$ cat src/rtl/button_conditioner.sv
// Two-flop synchroniser plus per-channel debounce FSM producing a clean level and a one-cycle press pulse.
// Optional auto-repeat of the press pulse is enabled by defining BUTTON_CONDITIONER_AUTO_REPEAT_EN.
module button_conditioner #(
  parameter int N_BTN           = 2,
  parameter int DEBOUNCE_CYCLES = 16,
  parameter int REPEAT_DELAY    = 256,
  parameter int REPEAT_PERIOD   = 64
) (
  input  logic             clk,
  input  logic             rst,
  input  logic [N_BTN-1:0] btn_raw,
  output logic [N_BTN-1:0] btn_level,
  output logic [N_BTN-1:0] btn_press
);

  localparam int CNT_W = $clog2(DEBOUNCE_CYCLES + 1);
  localparam logic [CNT_W-1:0] CNT_LAST = CNT_W'(DEBOUNCE_CYCLES - 1);
  localparam logic [CNT_W-1:0] CNT_SAT  = {CNT_W{1'b1}};

  localparam bit PARAMS_OK = (N_BTN >= 1) &&
                             (DEBOUNCE_CYCLES >= 2) && (DEBOUNCE_CYCLES <= 65535) &&
                             (REPEAT_DELAY >= 1) && (REPEAT_PERIOD >= 1);

  if (!PARAMS_OK) begin : g_bad_params
    $error("button_conditioner: illegal parameter combination");
  end

  typedef enum logic [1:0] {
    IDLE,
    ARM_PRESS,
    HELD,
    ARM_RELEASE
  } state_e;

  logic [N_BTN-1:0] sync1_q;
  logic [N_BTN-1:0] sync2_q;

  // Only sync2_q is allowed to feed the debounce logic.
  always_ff @(posedge clk or posedge rst) begin
    if (rst) begin
      sync1_q <= '0;
      sync2_q <= '0;
    end else begin
      sync1_q <= btn_raw;
      sync2_q <= sync1_q;
    end
  end

  for (genvar i = 0; i < N_BTN; i++) begin : g_ch
    state_e           state_q, state_d;
    logic [CNT_W-1:0] cnt_q, cnt_d;
    logic             level_q, level_d;
    logic             press_q, press_d;
    logic             press_evt;
    logic             sample;

    assign sample = sync2_q[i];

    always_comb begin
      state_d   = state_q;
      cnt_d     = cnt_q;
      level_d   = level_q;
      press_evt = 1'b0;
      unique case (state_q)
        IDLE: begin
          if (sample) begin
            state_d = ARM_PRESS;
            cnt_d   = CNT_W'(1);
          end
        end
        ARM_PRESS: begin
          if (!sample) begin
            state_d = IDLE;
            cnt_d   = '0;
          end else if (cnt_q == CNT_LAST) begin
            state_d   = HELD;
            cnt_d     = '0;
            level_d   = 1'b1;
            press_evt = 1'b1;
          end else if (cnt_q != CNT_SAT) begin
            cnt_d = cnt_q + CNT_W'(1);
          end
        end
        HELD: begin
          if (!sample) begin
            state_d = ARM_RELEASE;
            cnt_d   = CNT_W'(1);
          end
        end
        ARM_RELEASE: begin
          if (sample) begin
            state_d = HELD;
            cnt_d   = '0;
          end else if (cnt_q == CNT_LAST) begin
            state_d = IDLE;
            cnt_d   = '0;
            level_d = 1'b0;
          end else if (cnt_q != CNT_SAT) begin
            cnt_d = cnt_q + CNT_W'(1);
          end
        end
      endcase
    end

`ifdef BUTTON_CONDITIONER_AUTO_REPEAT_EN
    localparam int RPT_MAX = (REPEAT_DELAY > REPEAT_PERIOD) ? REPEAT_DELAY : REPEAT_PERIOD;
    localparam int RPT_W   = $clog2(RPT_MAX + 1);
    localparam logic [RPT_W-1:0] RPT_DELAY_LAST  = RPT_W'(REPEAT_DELAY - 1);
    localparam logic [RPT_W-1:0] RPT_PERIOD_LAST = RPT_W'(REPEAT_PERIOD - 1);

    logic [RPT_W-1:0] rpt_q, rpt_d;
    logic             rpt_phase_q, rpt_phase_d;
    logic             rpt_fire;

    // Timer restarts on a fresh press; a pulse due on the edge that returns to IDLE is suppressed.
    always_comb begin
      rpt_d       = rpt_q;
      rpt_phase_d = rpt_phase_q;
      rpt_fire    = 1'b0;
      if (state_d == IDLE || state_d == ARM_PRESS || state_q == ARM_PRESS) begin
        rpt_d       = '0;
        rpt_phase_d = 1'b0;
      end else if (rpt_q == (rpt_phase_q ? RPT_PERIOD_LAST : RPT_DELAY_LAST)) begin
        rpt_fire    = 1'b1;
        rpt_d       = '0;
        rpt_phase_d = 1'b1;
      end else begin
        rpt_d = rpt_q + RPT_W'(1);
      end
    end

    always_ff @(posedge clk or posedge rst) begin
      if (rst) begin
        rpt_q       <= '0;
        rpt_phase_q <= 1'b0;
      end else begin
        rpt_q       <= rpt_d;
        rpt_phase_q <= rpt_phase_d;
      end
    end

    assign press_d = press_evt | rpt_fire;
`else
    assign press_d = press_evt;
`endif

    always_ff @(posedge clk or posedge rst) begin
      if (rst) begin
        state_q <= IDLE;
        cnt_q   <= '0;
        level_q <= 1'b0;
        press_q <= 1'b0;
      end else begin
        state_q <= state_d;
        cnt_q   <= cnt_d;
        level_q <= level_d;
        press_q <= press_d;
      end
    end

    assign btn_level[i] = level_q;
    assign btn_press[i] = press_q;
  end

endmodule

$ cat config.mk
export PLATFORM = sky130hd
export DESIGN_NAME = button_conditioner
export DESIGN_NICKNAME = d
export VERILOG_FILES = /design/src/rtl/button_conditioner.sv
export SDC_FILE = /design/constraint.sdc
export NUM_CORES = 1
export LEC_CHECK = 0
export ABC_CLOCK_PERIOD_IN_PS = 1700
export BUFFER_PORTS_ARGS = -buffer_cell sky130_fd_sc_hd__buf_2
export CAP_MARGIN = 10
export CORE_UTILIZATION = 57
export CTS_BUF_LIST = sky130_fd_sc_hd__clkbuf_16
export DETAILED_ROUTE_END_ITERATION = 12
export MAX_ROUTING_LAYER = met4
export PLACE_DENSITY = 0.75
export SKIP_LAST_GASP = 1
export SLEW_MARGIN = 15
export SYNTH_ARGS = -nofsm -noshare
export SYNTH_HDL_FRONTEND = slang
export SYNTH_SLANG_ARGS = --single-unit
export TNS_END_PERCENT = 5
$ cat constraint.sdc
create_clock -name clk -period 1.7 [get_ports clk]
set_input_delay 0.255 -clock clk [delete_from_list [all_inputs] [get_ports clk]]
set_output_delay 0.255 -clock clk [all_outputs]
set_load 0.02 [all_outputs]
==> results.ini <==
[outcome]
status=finished, final reports clean

[setup_path]
crit_path_start_kind=register
timing_worst_setup_path_type=register to register
end_kind=register
critical_path_required_ns=1.85
cp_data_arrival_time_ns=1.67
crit_path_max_fanout=6

[synth]
syn_area_um2=1037
number_of_nets_produced_by_synthesis=108
ys_ff_latch=22
synth.lib_cells_used.distinct=32
netlist_instances=102
synth.avg_cell_area_um2=10.17
synth_warnings=0
ys_seq_area_share_pct=53.08

[drt]
ant_nets=0
detail_route.wl_per_cell_um=12.66
totalWireLength_mm=1.696
count_of_vias_placed_by_the_detailed_router=730
drt_first_iter_violations=12
drt_pass1_iterations=4
drt_drc_violations_left=0
viasPerCell=5.448

[timing]
slew_violations=0
hold_violations=0
final_critical_path_setup_slack_ns=0.1741
post_layout_minimum_cycle_time_ns=1.526
fin_worst_hold_slack_ns=0.01524
rsz0062_at_grt=no
worst_clock_skew_ns=0.001765
worst_slew_pin_slew_ns=0.3537
timing.final.crit_share_pct=89.76
highest_clock_frequency_the_design_can_meet_mhz=655.4
timing.slew.headroom_pct=76.37
setup-violations-final=0
fin_tns_setup_ns=0

[power]
ir_worst_vdd_mv=0.7790
leakagePower_uw=0.0005361
powerDensity_nw_per_um2=989.6
total_power_uw=1137

[clock_network]
tritoncts_num_sinks=22
cts.clk_slew.worst_paths_ns=0.06
root_buffer=sky130_fd_sc_hd__clkbuf_16
clkLatencyLatePin_ns=0.26
hold_buffers=0
cts_htree_levels=1
ctsLongestPathBuffers=2
cts_tree=done
setup_fix_buffers_added_after_clock_tree_synthesis=0
cts-resized-gates=0
tritoncts.num_buffers=3

[placed_design]
place.port_buffers=7
gp_congestion=0.7673
dp.cells=130
dp_hpwl_mm=1.187
worst_slack_after_detailed_placement_ns=0.1903

[die]
die_height_um=44.66
die-width_um=44.66
floorplan.core_area_um2=1708
design.portCount=8
die-area_um2=1995
rows=15
initial_core_util_pct=60.73

[run]
cap_viol_max_count=0

[min_path]
hold_path.class=input pin to async pin

[layout]
antenna_cells=0
commonest_cells_after_routing_fill_and_taps_aside=sky130_fd_sc_hd__dfrtp_1 (22), sky130_fd_sc_hd__nand2_1 (13), sky130_fd_sc_hd__nor2_1 (9)
finish.cell_count_without_fillers=134
layout-area-overhead-vs-synth_pct=10.74
post_route_cells_drive_above_1_share_pct=12.84
most_frequent_standard_cell_in_the_layout_excluding_fill_and_tap_cells=sky130_fd_sc_hd__dfrtp_1
final_nets=116

[global_routing]
grt_pass1_vias=631
initial_antenna_violation_count=0
grt.overflow.total=0
largest_net_degree_at_the_start_of_global_routing=23
groute.usage.overall_pct=19.73
grt_pass1_wl_mm=2.642

-- cells in the mapped netlist, drive strengths merged --
cell | instances | area share (%)
a211oi | 1 | 0.72
a21oi | 7 | 3.7
a22o | 2 | 1.7
a22oi | 1 | 0.72
a32oi | 1 | 0.84
and2 | 2 | 1.2
and3 | 2 | 1.2
buf | 5 | 4.0
dfrtp | 22 | 53
ha | 2 | 2.4
inv | 7 | 2.5
mux2i | 3 | 2.9
nand2 | 13 | 4.7
nand3 | 4 | 1.9
nand3b | 1 | 0.72
nand4 | 1 | 0.60
nand4b | 1 | 0.84
nor2 | 9 | 3.3
nor3b | 2 | 1.9
o21a | 1 | 0.72
o21ai | 6 | 2.9
o21bai | 1 | 0.72
o22ai | 2 | 1.2
o2bb2ai | 1 | 0.84
o31ai | 1 | 0.72
or3 | 1 | 0.60
xnor2 | 1 | 0.84
xor2 | 2 | 2.4
-- cell families (layout without fill, tap and decap cells) --
family,Yosys count,after routing,synth area share [%]
simple gates,36,36,17.01
compound gates,24,24,14.84
flops,22,22,53.08
buf+inv,12,19,6.514
xor+xnor,3,3,3.258
mux,3,3,2.895
fa+ha+maj,2,2,2.412
-- final cells by class --
cell class,instances,area [µm²]
sequential,22,550.5
inverter,7,26.28
timing repair buffer,8,42.54
clock buffer,3,75.07
tap,25,31.28
fill,133,559.3
clock inverter,1,3.754
multi-input combinational,68,419.2
-- routing by layer --
| layer | routed length [µm] | global-route usage [%] | part of all wire [%] |
|---|---|---|---|
| met3 | 46 | 4.898 | 2.7 |
| met1 | 809 | 26.22 | 48 |
| met2 | 803 | 27.65 | 47 |
| met4 | 36 | 10.91 | 2.1 |
| met5 | 0 | - | 0 |
-- path summary, 6_finish.rpt --
check | startpoint | end | slack, ns | depth (start not counted)
max in group asynchronous | rst | g_ch[0].state_q[0] | 1.46 | 3
min in group clk | btn_raw[0] | sync1_q[0] | 0.10 | 1
worst max register to register | g_ch[1].cnt_q[0] | g_ch[1].cnt_q[3] | 0.17 | 4
worst max-delay path | g_ch[1].cnt_q[0] | g_ch[1].cnt_q[3] | 0.17 | 4
worst min register to register | sync1_q[0] | sync2_q[0] | 0.35 | 0
worst min-delay path | rst | sync1_q[0] | 0.02 | 3
-- state kept, by name (all words and copies together) (netlist names), named ones only --
name,count
g_ch.cnt_q,10
sync2_q,2
g_ch.level_q,2
g_ch.press_q,2
sync1_q,2
g_ch.state_q,2
-- power breakdown --
part	leakage, µW	internal, µW	switching (µW)
sequential	0.000287	544	22.8
clock	0.0000385	314	185
combinational	0.000211	32.0	39.2
-- through the flow --
stage	util [%]	area [µm²]
after global routing	67.25	1149
after floorplan	-	1037
after detailed placement	62.64	1070
after CTS	67.25	1149
after global placement	62.64	1070
final	67.25	1149
-- worst max-delay path: stages, from the launching register on --
cell	delay (ns)
sky130_fd_sc_hd__dfrtp_1	0.42
sky130_fd_sc_hd__ha_1	0.28
sky130_fd_sc_hd__and3_1	0.19
sky130_fd_sc_hd__or3_1	0.33
sky130_fd_sc_hd__a22o_1	0.19
Note: power is estimated with default switching activity, not from simulation.
